$ cat config.mk
export PLATFORM = sky130hd
export DESIGN_NAME = pattern_step_counter
export DESIGN_NICKNAME = d
export VERILOG_FILES = /design/src/rtl/pattern_step_counter.sv
export SDC_FILE = /design/constraint.sdc
export NUM_CORES = 1
export LEC_CHECK = 0
export CORE_MARGIN = 3
export CORE_UTILIZATION = 30
export DETAILED_ROUTE_END_ITERATION = 6
export DONT_BUFFER_PORTS = 1
export PLACE_DENSITY_LB_ADDON = 0.12
export SETUP_SLACK_MARGIN = 0.2
export SYNTH_ARGS = -nofsm -noshare
export SYNTH_HDL_FRONTEND = slang
export SYNTH_SLANG_ARGS = --single-unit
$ cat constraint.sdc
create_clock -name clk -period 3.8 [get_ports clk]
set_clock_uncertainty 0.2 [all_clocks]
set_input_delay 0.57 -clock clk [delete_from_list [all_inputs] [get_ports clk]]
set_output_delay 0.57 -clock clk [all_outputs]
set_load 0.05 [all_outputs]
$ cat src/rtl/pattern_step_counter.sv
// Mode-selected coordinate step counter: loads start/limit, advances on enable,
// then wraps to start or saturates into DONE once a step would pass the limit.
module pattern_step_counter #(
   parameter int unsigned WIDTH   = 12,
   parameter int unsigned STEP1   = 1,
   parameter int unsigned STEP2   = 4,
   parameter int unsigned STEP3   = 8,
   parameter bit          WRAP_EN = 1'b1
) (
   input  logic             clk,
   input  logic             rst_n,
   input  logic             clear,
   input  logic             load,
   input  logic [WIDTH-1:0] start_val,
   input  logic [WIDTH-1:0] limit_val,
   input  logic             cnt_enb,
   input  logic [1:0]       xmode,
   output logic [WIDTH-1:0] out,
   output logic             wrap,
   output logic             done,
   output logic             busy
);

   localparam logic [63:0] MAX_STEP = (64'd1 << WIDTH) - 64'd1;

   if ((64'(STEP1) > MAX_STEP) || (64'(STEP2) > MAX_STEP) || (64'(STEP3) > MAX_STEP))
   begin : g_step_range_check
      $error("pattern_step_counter: step parameter does not fit in WIDTH bits");
   end

   localparam logic [WIDTH:0] STEP1_X = (WIDTH+1)'(STEP1);
   localparam logic [WIDTH:0] STEP2_X = (WIDTH+1)'(STEP2);
   localparam logic [WIDTH:0] STEP3_X = (WIDTH+1)'(STEP3);

   typedef enum logic [1:0] {
      IDLE = 2'b00,
      RUN  = 2'b01,
      DONE = 2'b10
   } state_t;

   state_t           state, state_nx;
   logic [WIDTH-1:0] out_nx;
   logic             wrap_nx;
   logic [WIDTH-1:0] start_r, start_nx;
   logic [WIDTH-1:0] limit_r, limit_nx;
   logic [WIDTH:0]   step_x;
   logic [WIDTH:0]   sum;

   always_comb begin
      step_x = '0;
      case (xmode)
         2'b01:   step_x = STEP1_X;
         2'b10:   step_x = STEP2_X;
         2'b11:   step_x = STEP3_X;
         default: step_x = '0;
      endcase
   end

   // One extra bit so a carry out of WIDTH bits always reads as past the limit.
   assign sum = {1'b0, out} + step_x;

   always_comb begin
      state_nx = state;
      out_nx   = out;
      wrap_nx  = 1'b0;
      start_nx = start_r;
      limit_nx = limit_r;

      if (clear) begin
         state_nx = IDLE;
         out_nx   = '0;
      end else if (load) begin
         state_nx = RUN;
         start_nx = start_val;
         limit_nx = limit_val;
         out_nx   = start_val;
      end else begin
         case (state)
            IDLE: begin
               out_nx = '0;
            end
            RUN: begin
               if (cnt_enb) begin
                  if (sum <= {1'b0, limit_r}) begin
                     out_nx = sum[WIDTH-1:0];
                  end else if (WRAP_EN) begin
                     out_nx  = start_r;
                     wrap_nx = 1'b1;
                  end else begin
                     out_nx   = limit_r;
                     state_nx = DONE;
                  end
               end
            end
            DONE: begin
               out_nx = limit_r;
            end
            default: begin
               state_nx = IDLE;
               out_nx   = '0;
            end
         endcase
      end
   end

   always_ff @(posedge clk or posedge rst_n) begin
      if (rst_n) begin
         state   <= IDLE;
         out     <= '0;
         wrap    <= 1'b0;
         start_r <= '0;
         limit_r <= '0;
      end else begin
         state   <= state_nx;
         out     <= out_nx;
         wrap    <= wrap_nx;
         start_r <= start_nx;
         limit_r <= limit_nx;
      end
   end

   assign done = (state == DONE);
   assign busy = (state == RUN);

endmodule

# After elaboration in Yosys (flattened, before gate mapping)

Cells that the tools add are included.

Shifts and indexed selects: 0
Bitwise logic cells: 1
Div/mod/pow operators: 0
Reductions and logical operators: 3
Multiplexer cells: 14
Multiply operators: 0
Magnitude comparators: 1
Add/sub/neg operators: 1
Equality and inequality tests: 7

Operators by type and width:

| cell               | count |
|---|---|
| $mux 12            | 4 |
| $pmux 12 s2        | 1 |
| $add 12x13->13     | 1 |
| $le 13x12->1       | 1 |
| $pmux 4 s3         | 1 |
| $eq 2x2->1 const B | 3 |
| $mux 2             | 3 |
| $mux 1             | 5 |
| $eq 2x1->1 const B | 2 |
| $ne 4x4->1 const B | 1 |
| $ne 3x1->1 const B | 1 |
| $reduce_or 3->1    | 1 |
| $logic_not 2->1    | 1 |
| $reduce_and 2->1   | 1 |
| $not 1->1          | 1 |

Bits in latches: 0
Memories: 0
Word-level logic and storage cells: 32
Bits in writable memories: 0
Register bits: 39
Memory bits (read-only): 0

# Longest topological paths before layout

Gate-level depths: netlist of the first run.

Depth in word-level cells: 9
Mapped depth: 14

# Worst setup path after synthesis of the first run

Ideal clock, no wire load.

Path kind: input-to-reg
Start point: in xmode[0]
End point: reg out[1]
Path slack: 0.076 ns
Data arrival time: 3.399 ns
Setup time: 0.126 ns
Cell stages on the path: 14
Buffers on the path: 0
Required time: 3.474 ns
Cell sequence: nor2b_1 > ha_1 > ha_1 > a21o_1 > a21oi_2 > nand2b_1 > xnor2_1 > ha_1 > a21o_1 > a21oi_2 > nand4b_1 > o211a_1 > or4_1 > o311a_1

Cells in the longest elaborated chain, start to end: 9
Elaborated cells on any way between the ends: 11
Those cells by class: add/sub: 1; order compare: 1; eq/ne: 3; mux: 6

RTL lines:

| what                                            | RTL line | source |
|---|---|---|
| from (decl)                                     | 17       | `input logic [1:0] xmode,` |
| $eq 2x2->1 / $eq 2x1->1 (equally long branches) | 51       | `case (xmode)` |
| $pmux 4 s3 (*)                                  | 51       |  |
| $add 12x13->13 (*)                              | 60       | `assign sum = {1'b0, out} + step_x;` |
| $le 13x12->1                                    | 84       | `if (sum <= {1'b0, limit_r}) begin` |
| $mux 12 (*)                                     | 84       |  |
| $mux 12 (*)                                     | 83       | `if (cnt_enb) begin` |
| $pmux 12 s2 (*)                                 | 78       | `case (state)` |
| $mux 12 (*)                                     | 72       | `end else if (load) begin` |
| $mux 12 (*)                                     | 69       | `if (clear) begin` |
| to (signal assigned)                            | 115      | `out <= out_nx;` |
| to (decl)                                       | 18       | `output logic [WIDTH-1:0] out,` |

Mark *: on every way between the ends. The rest lies on a longest branch, timed or not. The select of a mux whose other input is x is not followed.
A chain may end at the register's enable or synchronous reset.

# Final worst setup path of the first run

Start point: in xmode[1]
End point: reg out[1]

Same word-level chain as after synthesis.

==> results of run 1 <==
## power breakdown
group	leakage, nW	switching, W	internal [W]
sequential	0.485	0.0000268	0.000444
clock	0.0714	0.000156	0.000280
combinational	0.849	0.000154	0.000109
## routing by layer
| metal | global-route usage | routed length [um] | vias to the layer above |
|---|---|---|---|
| li1 | - | - | 1065 |
| met3 | 0.03518 | 459 | 2 |
| met4 | 0.03910 | 42 | 0 |
| met1 | 0.2070 | 3124 | 1008 |
| met2 | 0.2472 | 3161 | 52 |
| met5 | 0 | 0 | - |
## repair_timing
action | 4_1_cts | 5_1_grt
resized for setup | 0 | 6
endpoints found under the setup margin | 0 | 12
hold endpoints to repair | 0 | 0
buffers inserted | 0 | 1
## area by class of cell
class / instances / area share
clock buffer: 6 / 0.02844
clock inverter: 2 / 0.02068
inverter: 14 / 0.01810
multi-input combinational: 231 / 0.4864
sequential: 38 / 0.3274
tap: 102 / 0.04395
timing repair buffer: 29 / 0.07497
## final timing paths
path / slack (ns) / cells past startpoint / endpoint
max in group asynchronous: 2.96 / 2 / out[8]$_DFFE_PP0P_
min reg2reg: 0.27 / 2 / start_r[7]$_DFFE_PP0P_
min: 0.09 / 2 / start_r[1]$_DFFE_PP0P_
max: 0.34 / 13 / out[1]$_DFFE_PP0P_
min in group clk: 0.13 / 1 / state[0]$_DFFE_PP0P_
max reg2reg: 0.35 / 13 / out[1]$_DFFE_PP0P_
## sequential cells by signal (all words and copies together), names as in the netlist
name     count
state        1
wrap         1
limit_r     12
out         12
start_r     12
## per-stage QoR
step                      setup slack (ns)  TNS [ns]
final                               0.3387         0
after global routing                0.1173         0
after CTS                           0.2020         0
after detailed placement          -0.07260  -0.09821
after global placement            0.005427         0
after floorplan                     0.1386         0
## kinds of logic after synthesis
family,Yosys count,synth area share
xor+xnor,10,0.03627
other cells,1,0.001553
simple gates,125,0.2404
buf+inv,30,0.04870
flops,38,0.3938
compound gates,79,0.1964
fa+ha+maj,16,0.08290
## layout by cell type, fill, tap and decap left out, types with 3 or more instances in the layout
cell type and count:
sky130_fd_sc_hd__nand2_1 70, sky130_fd_sc_hd__dfrtp_1 38, sky130_fd_sc_hd__o21ai_0 33, sky130_fd_sc_hd__buf_4 29
sky130_fd_sc_hd__a21oi_1 20, sky130_fd_sc_hd__nor2_1 16, sky130_fd_sc_hd__inv_1 14, sky130_fd_sc_hd__ha_1 13
sky130_fd_sc_hd__nand2b_1 10, sky130_fd_sc_hd__a211oi_1 7, sky130_fd_sc_hd__xor2_1 6, sky130_fd_sc_hd__nand3b_1 6
sky130_fd_sc_hd__clkbuf_8 6, sky130_fd_sc_hd__nand3_1 5, sky130_fd_sc_hd__a21o_1 3, sky130_fd_sc_hd__nor2b_1 3
sky130_fd_sc_hd__xnor2_1 3, sky130_fd_sc_hd__a31oi_1 3
==> flow_summary.rst, run 1 <==
.. list-table::
   :header-rows: 1

   * - Metric
     - Value
   * - Post-synth top flop
     - sky130_fd_sc_hd__dfrtp_1
   * - Number of endpoints with negative hold slack in the final report
     - 0
   * - Total CTS buffers
     - 5
   * - Cell with the largest stage delay on the worst path
     - sky130_fd_sc_hd__or4_1
   * - Area occupied by multi-input gates
     - 0.001413 mm^2
   * - Aggregate global-route resource usage
     - 0.1532
   * - DRC
     - 0
   * - Clock transition at the registers of the reported paths
     - 0.08 ns
   * - Core footprint
     - 0.007767 mm^2
   * - Worst hold slack across all endpoints
     - 0.08960 ns
   * - Sequential share of the synthesized area
     - 0.3938
   * - Vias/cell
     - 5.040
   * - Largest net degree at the start of global routing
     - 44
   * - Count of nets after finishing
     - 366
   * - Area fraction of the dominant cell type after synthesis
     - 0.3938
   * - Maximum vdd drop
     - 0.0002253 V
   * - Leakage dissipation
     - 1.405 nW
   * - Filler instances
     - 833
   * - Avg Synthesized Cell Area
     - 8.076 um^2
   * - Launching point of the worst reg2reg path
     - out[0]$_DFFE_PP0P_
   * - Total cell area at the placement stage
     - 0.002713 mm^2
   * - Number of register bits inferred by synthesis
     - 38
   * - Reported max-cap violation count
     - 0
   * - Total vias in the final route
     - 2127
   * - Die Y-Extent
     - 95.72 um
   * - Crit. End Element
     - flip-flop
   * - Remaining global-route overflow
     - 0
   * - Top cells by instance count after synthesis
     - sky130_fd_sc_hd__nand2_1 (70), sky130_fd_sc_hd__dfrtp_1 (38), sky130_fd_sc_hd__o21ai_0 (33)
   * - # clock sinks
     - 38
   * - Fraction of layout instances using a drive strength above 1
     - 0.1563
   * - Req. time, crit path
     - 3.79 ns
   * - Number of distinct library cells after synthesis
     - 37
   * - Crit Path Category
     - in -> reg
   * - Crit path arrival time
     - 3.45 ns
   * - Global-route wire length before repair
     - 10820 um
   * - Result of the run
     - completed
   * - Area overhead of the layout relative to synthesis
     - 20.26%
   * - Final setup violation count
     - 0
   * - Total inserted antenna cells
     - 0
   * - DP Wirelength
     - 4895 um
   * - Most common cell in the netlist
     - sky130_fd_sc_hd__nand2_1
   * - Highest clock frequency the design can meet
     - 0.2889 GHz
   * - Gate count of the mapped netlist
     - 299
   * - Synth Warn #
     - 0
   * - Async S/R FF share, synth
     - 1.000
   * - Finished layout cell area
     - 0.002904 mm^2
   * - GPL Wtd Cong
     - 0.7487
   * - Routed WL per cell
     - 16.08 um
   * - Unrepaired setup endpoints after global routing
     - no
   * - Number of cells after detailed placement
     - 413
   * - WP buf/inv
     - 0
   * - Vias in the first global route
     - 2114
   * - Iter 0 DRT Violations
     - 99
   * - Post-layout minimum cycle time
     - 3.461 ns
   * - Hold bufs inserted after CTS
     - 0
   * - Number of flops mapped to enable cells by yosys
     - 0
   * - Maximum cell stage delay along the critical path
     - 0.50 ns
   * - Clock latency reported for the late side of the worst-skew pair
     - 0.30 ns
   * - Number of nets still failing antenna checks after routing
     - 0
   * - Overall power consumption
     - 0.001170 W
   * - Post-layout util
     - 0.3739
   * - Count of TritonRoute iterations in the first routing pass
     - 5
   * - Pwr/cell area
     - 403.0 mW/mm^2
   * - Register area
     - 950.9 um^2
   * - Worst Max-Slew Pin Slew
     - 0.9233 ns
   * - Kind of start point of the critical path
     - input port
   * - Port Buf Inserts
     - 0
   * - Tightest slew margin relative to the limit
     - 0.3831
   * - Synthesized net count
     - 346
   * - Cell taking the most area after synthesis
     - sky130_fd_sc_hd__dfrtp_1
   * - Leading post-synthesis cells by cell area
     - sky130_fd_sc_hd__dfrtp_1 (39%), sky130_fd_sc_hd__nand2_1 (11%), sky130_fd_sc_hd__ha_1 (8.3%), sky130_fd_sc_hd__o21ai_0 (6.8%), sky130_fd_sc_hd__a21oi_1 (4.4%)
   * - Category of cells accounting for the largest share of critical-path delay
     - simple AND/OR/NAND/NOR gates
   * - Launch point of the worst path
     - xmode[1]
   * - Die Span X
     - 95.72 um
   * - CP Cell Sequence
     - nor2b_1 > ha_4 > a31o_2 > a21oi_2 > nand3b_1 > xnor2_1 > ha_1 > nand3_1 > nor4_1 > a21oi_1 > o211a_4 > or4_1 > o311a_1
   * - H-tree lvl count
     - 2
   * - Min-Delay Path Class
     - in -> async
   * - Cell chosen for the clock root
     - sky130_fd_sc_hd__clkbuf_8
   * - Share of the cycle needed by the critical path after routing
     - 0.9109
   * - Routed Wire Length
     - 6786 um
   * - Total die area
     - 0.009162 mm^2
   * - Total number of placement rows
     - 32
   * - Non-filler instance count after layout
     - 422
   * - Initial standard-cell utilization of the core
     - 0.3109
   * - Max Slew Vio Count
     - 0
   * - Peak fanout along the critical path
     - 6
   * - Clock Tree Buf Depth
     - 2
   * - CTS tree
     - done
   * - Ports
     - 46
   * - Initial antenna violation count
     - 0
   * - Post-synthesis cell area
     - 0.002415 mm^2
No activity file was read; power rests on OpenSTA's default activity.
==> run 2: changes to the inputs <==
- CORE_UTILIZATION: 30 -> 52
==> run 2 against run 1 <==
Effect of this change: highest routed layer unchanged; clock power shrank 23%; utilization grew 24 points; global-route usage grew 7.0 points; critical path type is now reg -> reg; sequential share of layout area grew 2.4 points; die area shrank 40%; count of clock-buffer cells in the layout grew 1.
==> flow_summary.rst, run 2 (synthesis gave the netlist of run 1 again) <==
.. list-table::
   :header-rows: 1

   * - Metric
     - Value
   * - Peak fanout along the critical path
     - 3 (was 6)
   * - Total CTS buffers
     - 5 (unchanged)
   * - Crit path arrival time
     - 3.41 ns (was 3.45 ns)
   * - Largest net degree at the start of global routing
     - 29 (was 44)
   * - Cells on Worst Hold Path
     - 1
   * - Port Buf Inserts
     - 0 (unchanged)
   * - Pwr/cell area
     - 386.5 mW/mm^2 (was 403.0 mW/mm^2)
   * - Fraction of layout instances using a drive strength above 1
     - 0.1173 (was 0.1563)
   * - Tightest slew margin relative to the limit
     - 0.3117 (was 0.3831)
   * - Kind of start point of the critical path
     - flip-flop (was input port)
   * - Number of nets still failing antenna checks after routing
     - 0 (unchanged)
   * - Filler instances
     - 403 (was 833)
   * - Clock transition at the registers of the reported paths
     - 0.07 ns (was 0.08 ns)
   * - # clock sinks
     - 38 (unchanged)
   * - Reported max-cap violation count
     - 0 (unchanged)
   * - Total die area
     - 0.005497 mm^2 (was 0.009162 mm^2)
   * - Routed WL per cell
     - 16.53 um (was 16.08 um)
   * - Initial antenna violation count
     - 0 (unchanged)
   * - Global-route wire length before repair
     - 9308 um (was 10820 um)
   * - Die Span X
     - 74.15 um (was 95.72 um)
   * - Cell chosen for the clock root
     - sky130_fd_sc_hd__clkbuf_8 (unchanged)
   * - Clock Tree Buf Depth
     - 2 (unchanged)
   * - Minimum setup slack in the final design
     - 0.3617 ns (was 0.3387 ns)
   * - Count of cells along the worst register-to-register path
     - 13 (unchanged)
   * - Post-layout util
     - 0.6137 (was 0.3739)
   * - Count of TritonRoute iterations in the first routing pass
     - 4 (was 5)
   * - Register area
     - 950.9 um^2 (unchanged)
   * - Crit. End Element
     - flip-flop (unchanged)
   * - Number of endpoints with negative hold slack in the final report
     - 0 (unchanged)
   * - P_int
     - 0.0007309 W (was 0.0008330 W)
   * - Fraction of power consumed by sequential logic
     - 0.451 (was 0.402)
   * - Total number of placement rows
     - 24 (was 32)
   * - Unrepaired setup endpoints after global routing
     - no (unchanged)
   * - Worst Max-Slew Pin Slew
     - 1.031 ns (was 0.9233 ns)
   * - Vias in the first global route
     - 1931 (was 2114)
   * - Total vias in the final route
     - 2067 (was 2127)
   * - Iter 0 DRT Violations
     - 92 (was 99)
   * - Worst hold slack across all endpoints
     - 0.1403 ns (was 0.08960 ns)
   * - Result of the run
     - completed (unchanged)
   * - GPL Wtd Cong
     - 0.8508 (was 0.7487)
   * - Total inserted antenna cells
     - 0 (unchanged)
   * - Min-Delay Path Class
     - in -> reg (was in -> async)
   * - Aggregate global-route resource usage
     - 0.2232 (was 0.1532)
   * - DP Worst Slack
     - -0.01935 ns (was -0.07260 ns)
   * - Switching pwr
     - 0.0003162 W (was 0.0003373 W)
   * - Core footprint
     - 0.004414 mm^2 (was 0.007767 mm^2)
   * - Sw Share
     - 0.3019 (was 0.2882)
   * - Most used cells in the layout excluding fill and tap cells
     - sky130_fd_sc_hd__nand2_1 (70), sky130_fd_sc_hd__dfrtp_1 (38), sky130_fd_sc_hd__o21ai_0 (33) (unchanged)
   * - H-tree lvl count
     - 2 (unchanged)
   * - DRC
     - 0 (unchanged)
   * - Clk network pwr share
     - 0.323 (was 0.373)
   * - Post-layout minimum cycle time
     - 3.438 ns (was 3.461 ns)
   * - Remaining global-route overflow
     - 0 (unchanged)
   * - Most common cell after layout, fill and taps aside
     - sky130_fd_sc_hd__nand2_1 (unchanged)
   * - Req. time, crit path
     - 3.78 ns (was 3.79 ns)
   * - Largest registers
     - limit_r x12, out x12, start_r x12 (unchanged)
   * - CTS tree
     - done (unchanged)
   * - Clock latency reported for the late side of the worst-skew pair
     - 0.29 ns (was 0.30 ns)
   * - Die Y-Extent
     - 74.15 um (was 95.72 um)
   * - Area overhead of the layout relative to synthesis
     - 12.18% (was 20.26%)
   * - Max Slew Vio Count
     - 0 (unchanged)
   * - Logic gate share of total power
     - 0.227 (was 0.225)
   * - Vias/cell
     - 5.758 (was 5.040)
   * - Count of nets after finishing
     - 353 (was 366)
   * - Routed Wire Length
     - 5933 um (was 6786 um)
   * - DP Wirelength
     - 4322 um (was 4895 um)
   * - Leakage dissipation
     - 1.329 nW (was 1.405 nW)
   * - Share of the cycle needed by the critical path after routing
     - 0.9048 (was 0.9109)
   * - Area occupied by multi-input gates
     - 0.001401 mm^2 (was 0.001413 mm^2)
   * - Initial standard-cell utilization of the core
     - 0.5471 (was 0.3109)
   * - Highest clock frequency the design can meet
     - 0.2908 GHz (was 0.2889 GHz)
   * - Ports
     - 46 (unchanged)
   * - Crit Path Category
     - reg -> reg (was in -> reg)
   * - Maximum vdd drop
     - 0.0001941 V (was 0.0002253 V)
   * - Final setup violation count
     - 0 (unchanged)
==> run 2: per-stage QoR <==
step / cell area, um^2 / TNS, ns / power [W] / std cells
3_3_place_gp: 2567 / 0 / 0.0007080 / 351
5_1_grt: 2709 / 0 / 0.001103 / 359
6_report: 2709 / 0 / 0.001047 / 359
2_1_floorplan: 2432 / 0 / 0.0006571 / 299
4_1_cts: 2674 / 0 / 0.001051 / 359
3_5_place_dp: 2567 / -0.01935 / 0.0007134 / 351
==> run 2: power by group through the flow <==
stage / logic, W / registers, W / clock network [W]
2_1_floorplan: 0.000160 / 0.000497 / 0
3_3_place_gp: 0.000229 / 0.000479 / 0
3_5_place_dp: 0.000234 / 0.000480 / 0
4_1_cts: 0.000235 / 0.000472 / 0.000344
5_1_grt: 0.000265 / 0.000477 / 0.000361
6_report: 0.000237 / 0.000472 / 0.000338
==> run 2: final timing paths <==
| path | from | slack [ns] | endpoint |
|---|---|---|---|
| worst max-delay path | out[0]$_DFFE_PP0P_ | 0.36 | out[1]$_DFFE_PP0P_ |
| worst min-delay path | load | 0.14 | wrap$_DFF_PP0_ |
| worst max register to register | out[0]$_DFFE_PP0P_ | 0.36 | out[1]$_DFFE_PP0P_ |
| worst min register to register | start_r[9]$_DFFE_PP0P_ | 0.27 | start_r[9]$_DFFE_PP0P_ |
| max in group asynchronous | rst_n | 2.43 | limit_r[6]$_DFFE_PP0P_ |
| min in group asynchronous | rst_n | 0.21 | limit_r[0]$_DFFE_PP0P_ |
==> run 2: cell type report <==
cell class                      count  area share
Clock buffer                        7     0.02818
Clock inverter                      1     0.01109
Inverter                           14     0.01940
Multi-Input combinational cell    231      0.5173
Sequential cell                    38      0.3510
Tap cell                           52     0.02402
Timing Repair Buffer               16     0.04896
==> run 2: routing by layer <==
layer	global-route usage	routed length [um]
met2	0.3465	2727
met1	0.3060	2701
met3	0.05270	431
met4	0.07646	73
met5	0	0
==> run 2: what timing repair did <==
action / CTS / global route
endpoints found under the setup margin: 0 / 12
hold buffers: 0 / 0
gates resized for setup: 0 / 6
setup buffers: 0 / 0
==> run 2: critical path, cell delays in order (launching register included) <==
cell and delay (ns):
sky130_fd_sc_hd__dfrtp_1 0.39, sky130_fd_sc_hd__ha_1 0.22, sky130_fd_sc_hd__ha_2 0.19, sky130_fd_sc_hd__a21o_1 0.18, sky130_fd_sc_hd__a21oi_2 0.16, sky130_fd_sc_hd__nand2b_4 0.16, sky130_fd_sc_hd__xnor2_2 0.07, sky130_fd_sc_hd__ha_1 0.34
sky130_fd_sc_hd__a21o_1 0.17, sky130_fd_sc_hd__a21oi_2 0.17, sky130_fd_sc_hd__nand4b_1 0.16, sky130_fd_sc_hd__o211a_1 0.27, sky130_fd_sc_hd__or4_1 0.51, sky130_fd_sc_hd__o311a_1 0.14
==> run 3: changes to the inputs <==
- GPL_ROUTABILITY_DRIVEN: not set -> 0
- SLEW_MARGIN: not set -> 20
==> results of run 3 <==
Final layout, timing and power as in run 2 (identical DEF).
